$ cat src/rtl/alu_pkg.sv
// Shared ALU types: operand/opcode widths, loader FSM states and opcode encodings.
// Imported by the operand loader and the ALU so both agree on field widths.
package alu_pkg;

  localparam int OPERAND_W = 4;
  localparam int OPCODE_W  = 3;

  typedef enum logic [1:0] {
    WAIT_A  = 2'd0,
    WAIT_B  = 2'd1,
    WAIT_OP = 2'd2,
    ISSUE   = 2'd3
  } loader_state_t;

  localparam logic [OPCODE_W-1:0] OP_ADD = 3'b000;
  localparam logic [OPCODE_W-1:0] OP_SUB = 3'b001;
  localparam logic [OPCODE_W-1:0] OP_MUL = 3'b010;
  localparam logic [OPCODE_W-1:0] OP_DIV = 3'b011;
  localparam logic [OPCODE_W-1:0] OP_AND = 3'b100;
  localparam logic [OPCODE_W-1:0] OP_OR  = 3'b101;

endpackage

$ cat src/rtl/alu_operand_loader_if.sv
// Command bus from the operand loader to the ALU: A, B, opcode with valid/ready.
// Master holds the command stable while op_valid is high until op_ready is seen.
interface alu_operand_loader_if;
  import alu_pkg::*;

  logic [OPERAND_W-1:0] a_out;
  logic [OPERAND_W-1:0] b_out;
  logic [OPCODE_W-1:0]  op_out;
  logic                 op_valid;
  logic                 op_ready;

  modport master (output a_out, b_out, op_out, op_valid, input  op_ready);
  modport slave  (input  a_out, b_out, op_out, op_valid, output op_ready);

endinterface

$ cat src/rtl/alu_operand_loader_btn_debounce.sv
// Button synchroniser + debouncer emitting a one-cycle pulse on an accepted press.
// Latency SYNC_STAGES+DEBOUNCE_CYCLES edges from raw level to pulse; no backpressure.
module btn_debounce #(
  parameter int SYNC_STAGES     = 2,
  parameter int DEBOUNCE_CYCLES = 16
) (
  input  logic clk,
  input  logic rst_n,
  input  logic btn_raw,
  output logic btn_evt
);

  localparam int CNT_W = $clog2(DEBOUNCE_CYCLES + 1);

  logic [SYNC_STAGES-1:0] sync_q, sync_d;
  logic                   stable_q, stable_d;
  logic [CNT_W-1:0]       cnt_q, cnt_d;
  logic                   evt_q, evt_d;

  always_comb begin
    sync_d   = {sync_q[SYNC_STAGES-2:0], btn_raw};
    stable_d = stable_q;
    cnt_d    = '0;
    evt_d    = 1'b0;
    // Any cycle where the levels agree restarts the hold window.
    if (sync_q[SYNC_STAGES-1] != stable_q) begin
      if (cnt_q == CNT_W'(DEBOUNCE_CYCLES - 1)) begin
        stable_d = ~stable_q;
        evt_d    = ~stable_q;
      end else begin
        cnt_d = cnt_q + CNT_W'(1);
      end
    end
  end

  always_ff @(posedge clk or negedge rst_n) begin
    if (!rst_n) begin
      sync_q   <= '0;
      stable_q <= 1'b0;
      cnt_q    <= '0;
      evt_q    <= 1'b0;
    end else begin
      sync_q   <= sync_d;
      stable_q <= stable_d;
      cnt_q    <= cnt_d;
      evt_q    <= evt_d;
    end
  end

  assign btn_evt = evt_q;

endmodule

$ cat src/rtl/alu_operand_loader.sv
// Builds an ALU command from three debounced load presses (A, B, opcode); capture one edge after the event.
// Command is held frozen with op_valid high until op_ready; presses during ISSUE are dropped.
module alu_operand_loader
  import alu_pkg::*;
#(
  parameter int SYNC_STAGES     = 2,
  parameter int DEBOUNCE_CYCLES = 16
) (
  input  logic                        clk,
  input  logic                        rst_n,
  input  logic [7:0]                  data_in,
  input  logic                        load_btn,
  input  logic                        clear_btn,
  alu_operand_loader_if.master        cmd,
  output logic [1:0]                  state_out
);

  logic load_evt;
  logic clear_evt;

  btn_debounce #(.SYNC_STAGES(SYNC_STAGES), .DEBOUNCE_CYCLES(DEBOUNCE_CYCLES)) u_load_db (
    .clk     (clk),
    .rst_n   (rst_n),
    .btn_raw (load_btn),
    .btn_evt (load_evt)
  );

  btn_debounce #(.SYNC_STAGES(SYNC_STAGES), .DEBOUNCE_CYCLES(DEBOUNCE_CYCLES)) u_clear_db (
    .clk     (clk),
    .rst_n   (rst_n),
    .btn_raw (clear_btn),
    .btn_evt (clear_evt)
  );

  loader_state_t        state_q, state_d;
  logic [OPERAND_W-1:0] a_q, a_d;
  logic [OPERAND_W-1:0] b_q, b_d;
  logic [OPCODE_W-1:0]  op_q, op_d;
  logic                 valid_q, valid_d;

  logic unused_data_hi;
  assign unused_data_hi = ^data_in[7:4];

  always_comb begin
    state_d = state_q;
    a_d     = a_q;
    b_d     = b_q;
    op_d    = op_q;
    valid_d = valid_q;
    // Clear outranks both a load press and a completing handshake.
    if (clear_evt) begin
      state_d = WAIT_A;
      a_d     = '0;
      b_d     = '0;
      op_d    = '0;
      valid_d = 1'b0;
    end else begin
      case (state_q)
        WAIT_A: if (load_evt) begin
          a_d     = data_in[OPERAND_W-1:0];
          state_d = WAIT_B;
        end
        WAIT_B: if (load_evt) begin
          b_d     = data_in[OPERAND_W-1:0];
          state_d = WAIT_OP;
        end
        WAIT_OP: if (load_evt) begin
          op_d    = data_in[OPCODE_W-1:0];
          valid_d = 1'b1;
          state_d = ISSUE;
        end
        ISSUE: if (valid_q && cmd.op_ready) begin
          valid_d = 1'b0;
          state_d = WAIT_A;
        end
        default: state_d = WAIT_A;
      endcase
    end
  end

  always_ff @(posedge clk or negedge rst_n) begin
    if (!rst_n) begin
      state_q <= WAIT_A;
      a_q     <= '0;
      b_q     <= '0;
      op_q    <= '0;
      valid_q <= 1'b0;
    end else begin
      state_q <= state_d;
      a_q     <= a_d;
      b_q     <= b_d;
      op_q    <= op_d;
      valid_q <= valid_d;
    end
  end

  assign cmd.a_out    = a_q;
  assign cmd.b_out    = b_q;
  assign cmd.op_out   = op_q;
  assign cmd.op_valid = valid_q;
  assign state_out    = state_q;

endmodule

$ cat src/flat_wrapper.sv
// flat-port wrapper written by rule: the top's interface ports become plain ports
module alu_operand_loader_flat import alu_pkg::*;
#(
  parameter int SYNC_STAGES     = 2,
  parameter int DEBOUNCE_CYCLES = 16
)
  (clk, rst_n, data_in, load_btn, clear_btn, state_out, cmd_a_out, cmd_b_out, cmd_op_out, cmd_op_valid, cmd_op_ready);
  alu_operand_loader_if cmd_i ();
  input  logic clk;
  input  logic rst_n;
  input  logic [7:0] data_in;
  input  logic load_btn;
  input  logic clear_btn;
  output logic [1:0] state_out;
  output wire logic [$bits(cmd_i.a_out)-1:0] cmd_a_out;
  output wire logic [$bits(cmd_i.b_out)-1:0] cmd_b_out;
  output wire logic [$bits(cmd_i.op_out)-1:0] cmd_op_out;
  output wire logic [$bits(cmd_i.op_valid)-1:0] cmd_op_valid;
  input wire logic [$bits(cmd_i.op_ready)-1:0] cmd_op_ready;
  assign cmd_a_out = cmd_i.a_out;
  assign cmd_b_out = cmd_i.b_out;
  assign cmd_op_out = cmd_i.op_out;
  assign cmd_op_valid = cmd_i.op_valid;
  assign cmd_i.op_ready = cmd_op_ready;
  alu_operand_loader #(.SYNC_STAGES(SYNC_STAGES), .DEBOUNCE_CYCLES(DEBOUNCE_CYCLES)) u_core (.clk(clk), .rst_n(rst_n), .data_in(data_in), .load_btn(load_btn), .clear_btn(clear_btn), .cmd(cmd_i), .state_out(state_out));
endmodule
$ cat config.mk
export PLATFORM = sky130hd
export DESIGN_NAME = alu_operand_loader_flat
export DESIGN_NICKNAME = d
export VERILOG_FILES = /design/src/rtl/alu_pkg.sv /design/src/rtl/alu_operand_loader_if.sv /design/src/rtl/alu_operand_loader_btn_debounce.sv /design/src/rtl/alu_operand_loader.sv /design/src/flat_wrapper.sv
export SDC_FILE = /design/constraint.sdc
export NUM_CORES = 1
export LEC_CHECK = 0
export CAP_MARGIN = 10
export CORE_UTILIZATION = 50
export CTS_CLUSTER_DIAMETER = 200
export CTS_CLUSTER_SIZE = 10
export DETAILED_ROUTE_END_ITERATION = 10
export PLACE_DENSITY = 0.78
export SYNTH_ARGS = -nofsm -noshare
export SYNTH_HDL_FRONTEND = slang
export SYNTH_HIERARCHICAL = 1
export SYNTH_SLANG_ARGS = --single-unit
$ cat constraint.sdc
create_clock -name clk -period 3.7 [get_ports clk]
set_clock_uncertainty 0.15 [all_clocks]
set_input_delay 0.74 -clock clk [delete_from_list [all_inputs] [get_ports clk]]
set_output_delay 0.74 -clock clk [all_outputs]
set_load 0.01 [all_outputs]
==> results.toml <==
[cells_and_area]
nets = 171
final_cell_mix = "32 x dfrtp_1, 22 x clkdlybuf4s50_1, 16 x nand2_1"
final_layout_size_suffix_gt1_share_pct = 9.15
stdcell_area_sq_mm = 0.00167
layout_commonest_cell = "dfrtp_1"
area_growth_pct = 20.8
postLayoutCoreUtil_pct = 65.6
insertedDiodeCount = 0

[drt]
ant_nets = 0
routed_wl_um = 2440
viasPerCell = 5.38
dr_total_vias = 985
wl_per_cell_um = 13.3
drt_first_pass_iters = 4
drt_iter0_drc = 17
route.detailed.drc = 0

[worst_hold_path]
hold_class = "flop to flop"

[timing]
post-route-period-util_pct = 60.3
rsz0062_at_grt = "no"
setup_violations = 0
final_max_slew_viol_count = 0
fmax_mhz = 448
slew_headroom_pct = 63.9
tns_ns = 0
fin_crit_ns = 2.23
max_slew.worst_pin.slew_ns = 0.542
hold_violations = 0

[logic_synthesis]
ys_types = 26
yosysWarningCount = 6
synth_nets = 146
synth_edf_count = 0
synth_top_flop_cell = "dfrtp_1"
seq_area_frac_synth_pct = 57.9
synthCells = 127
synth-seq-cells = 32
ys_async_sr_fraction_pct = 100
avgSynthCellArea_sq_um = 10.9
syn-cell-area_sq_mm = 0.00138

[power_and_ir_drop]
vdd_drop_max_mv = 0.333
pwr-share-comb_pct = 5.1
switching_share_pct = 22.1
clock_power_share_pct = 34.2
totalPowerFinal_mw = 0.598
power_leakage_nw = 0.787
p_int_mw = 0.465
switchingPower_mw = 0.132
seq_power_share_pct = 60.7
powerDensity_mw_per_mm2 = 358

[critical_path]
crit_arrival_ns = 1.34
cp_max_fo = 6
cp_num_buf_inv = 1
crit_required_ns = 2.81
startpoint_type = "flop"
end_kind = "output pin"
path_cells = "clkdlybuf4s50_1"
cp_slowest_stage_delay_ns = 0.57
critPathKind = "flop to output pin"
cp_slowest_cell = "clkdlybuf4s50_1"
path_delay_family = "buffers and inverters"
reg2reg_setup_slack_ns = 2.03

[outcome]
status = "completed"

[clock_tree]
root_buffer = "clkbuf_4"
cts_resized = 0
htreeDepth = 2
clk_pin_slew_ns = 0.09
post-cts-setup-buffer-count = 0
cts_buffers = 5
clockBufferDepth = 2
cts.sinks = 32
hold_buffers = 0
cts_tree = "yes"
clk_latency_ns = 0.32

[floorplan]
die_x_um = 54.6
pin_count = 27
die_h_um = 54.6
dieArea_sq_mm = 0.00298
initial_utilization_pct = 54.3
rows = 18
core_area_sq_mm = 0.00254

[global_routing]
grt_usage_pct = 20.5
grt_pass1_vias = 915
antenna_found_initial = 0
grt_overflow = 0
grt_max_degree = 33
grt_first_pass_wirelength_um = 3980

[place]
placed_area_sq_mm = 0.00161
dp_hpwl_um = 1780
gp_congestion = 0.748
numPortBuffers = 22

[job]
max_cap_viol_count = 0
layer usage:
layer,vias to the layer above,GRT usage [%],share of wire (%)
li1,482,-,-
met1,471,23.2,44
met2,28,33.1,48
met3,4,7.50,5.4
met4,0,11.5,2.5
met5,-,0,0
metrics by stage:
| step | hold slack [ns] | std cells | worst slack (ns) |
|---|---|---|---|
| 2_1_floorplan | 0.181 | 127 | 2.17 |
| 3_3_place_gp | 0.183 | 175 | 1.71 |
| 3_5_place_dp | 0.191 | 175 | 1.65 |
| 4_1_cts | 0.211 | 183 | 1.45 |
| 5_1_grt | 0.216 | 183 | 1.41 |
| 6_report | 0.205 | 183 | 1.47 |
power groups by stage:
stage / clock network (mW) / registers, mW / logic [mW]
2_1_floorplan: 0 / 0.369 / 0.0108
3_3_place_gp: 0 / 0.369 / 0.0296
3_5_place_dp: 0 / 0.370 / 0.0312
4_1_cts: 0.210 / 0.363 / 0.0314
5_1_grt: 0.227 / 0.364 / 0.0351
6_report: 0.204 / 0.363 / 0.0307
state kept, by name (all words and copies together) (netlist names):
name,flops
u_core/u_clear_db/stable_q,1
u_core/u_clear_db/cnt_q,5
u_core/state_out,2
u_core/cmd.a_out,4
u_core/u_load_db/cnt_q,5
u_core/u_clear_db/sync_q,2
u_core/cmd.op_out,3
u_core/u_load_db/stable_q,1
u_core/cmd.op_valid,1
u_core/u_clear_db/btn_evt,1
u_core/u_load_db/sync_q,2
u_core/cmd.b_out,4
u_core/u_load_db/btn_evt,1
logic make-up after synthesis:
| logic type | synth area share, % |
|---|---|
| AOI/OAI and AO/OA | 7.87 |
| xor gates and xnor gates | 3.80 |
| adders and majority gates | 5.43 |
| buffers and inverters | 3.71 |
| DFF | 57.9 |
| muxes | 2.35 |
| and+or+nand+nor | 18.9 |
synthesized netlist by cell type, drive strengths merged, types with 3 or more instances:
master	count	area, sq um
buf	4	32.5
nor2	9	33.8
ha	6	75.1
a21oi	12	60.1
o21ai	3	15.0
nand2	16	60.1
inv	4	15.0
nand3	15	85.1
dfrtp	32	801
nor3	3	15.0
xor2	6	52.6
final timing paths:
| kind | depth (start not counted) | start | to |
|---|---|---|---|
| hold / removal | 0 | u_core/u_clear_db/sync_q[0] | u_core/u_clear_db/sync_q[1] |
| setup reg to reg | 5 | u_core/state_out[1] | u_core/state_out[0] |
| min in group asynchronous | 2 | rst_n | u_core/cmd.b_out[3] |
| hold reg to reg | 0 | u_core/u_clear_db/sync_q[0] | u_core/u_clear_db/sync_q[1] |
| setup / recovery | 1 | u_core/state_out[0] | state_out[0] |
| max in group asynchronous | 2 | rst_n | u_core/u_clear_db/btn_evt |
area by class of cell:
class / instances / area (sq um)
fillers: 219 / 875
clock buffers: 8 / 58.8
multi-input cells: 86 / 531
flip-flops and latches: 32 / 801
inverters: 4 / 15.0
well taps: 30 / 37.5
repair buffers: 23 / 228
Note: power is estimated with default switching activity, not from simulation.
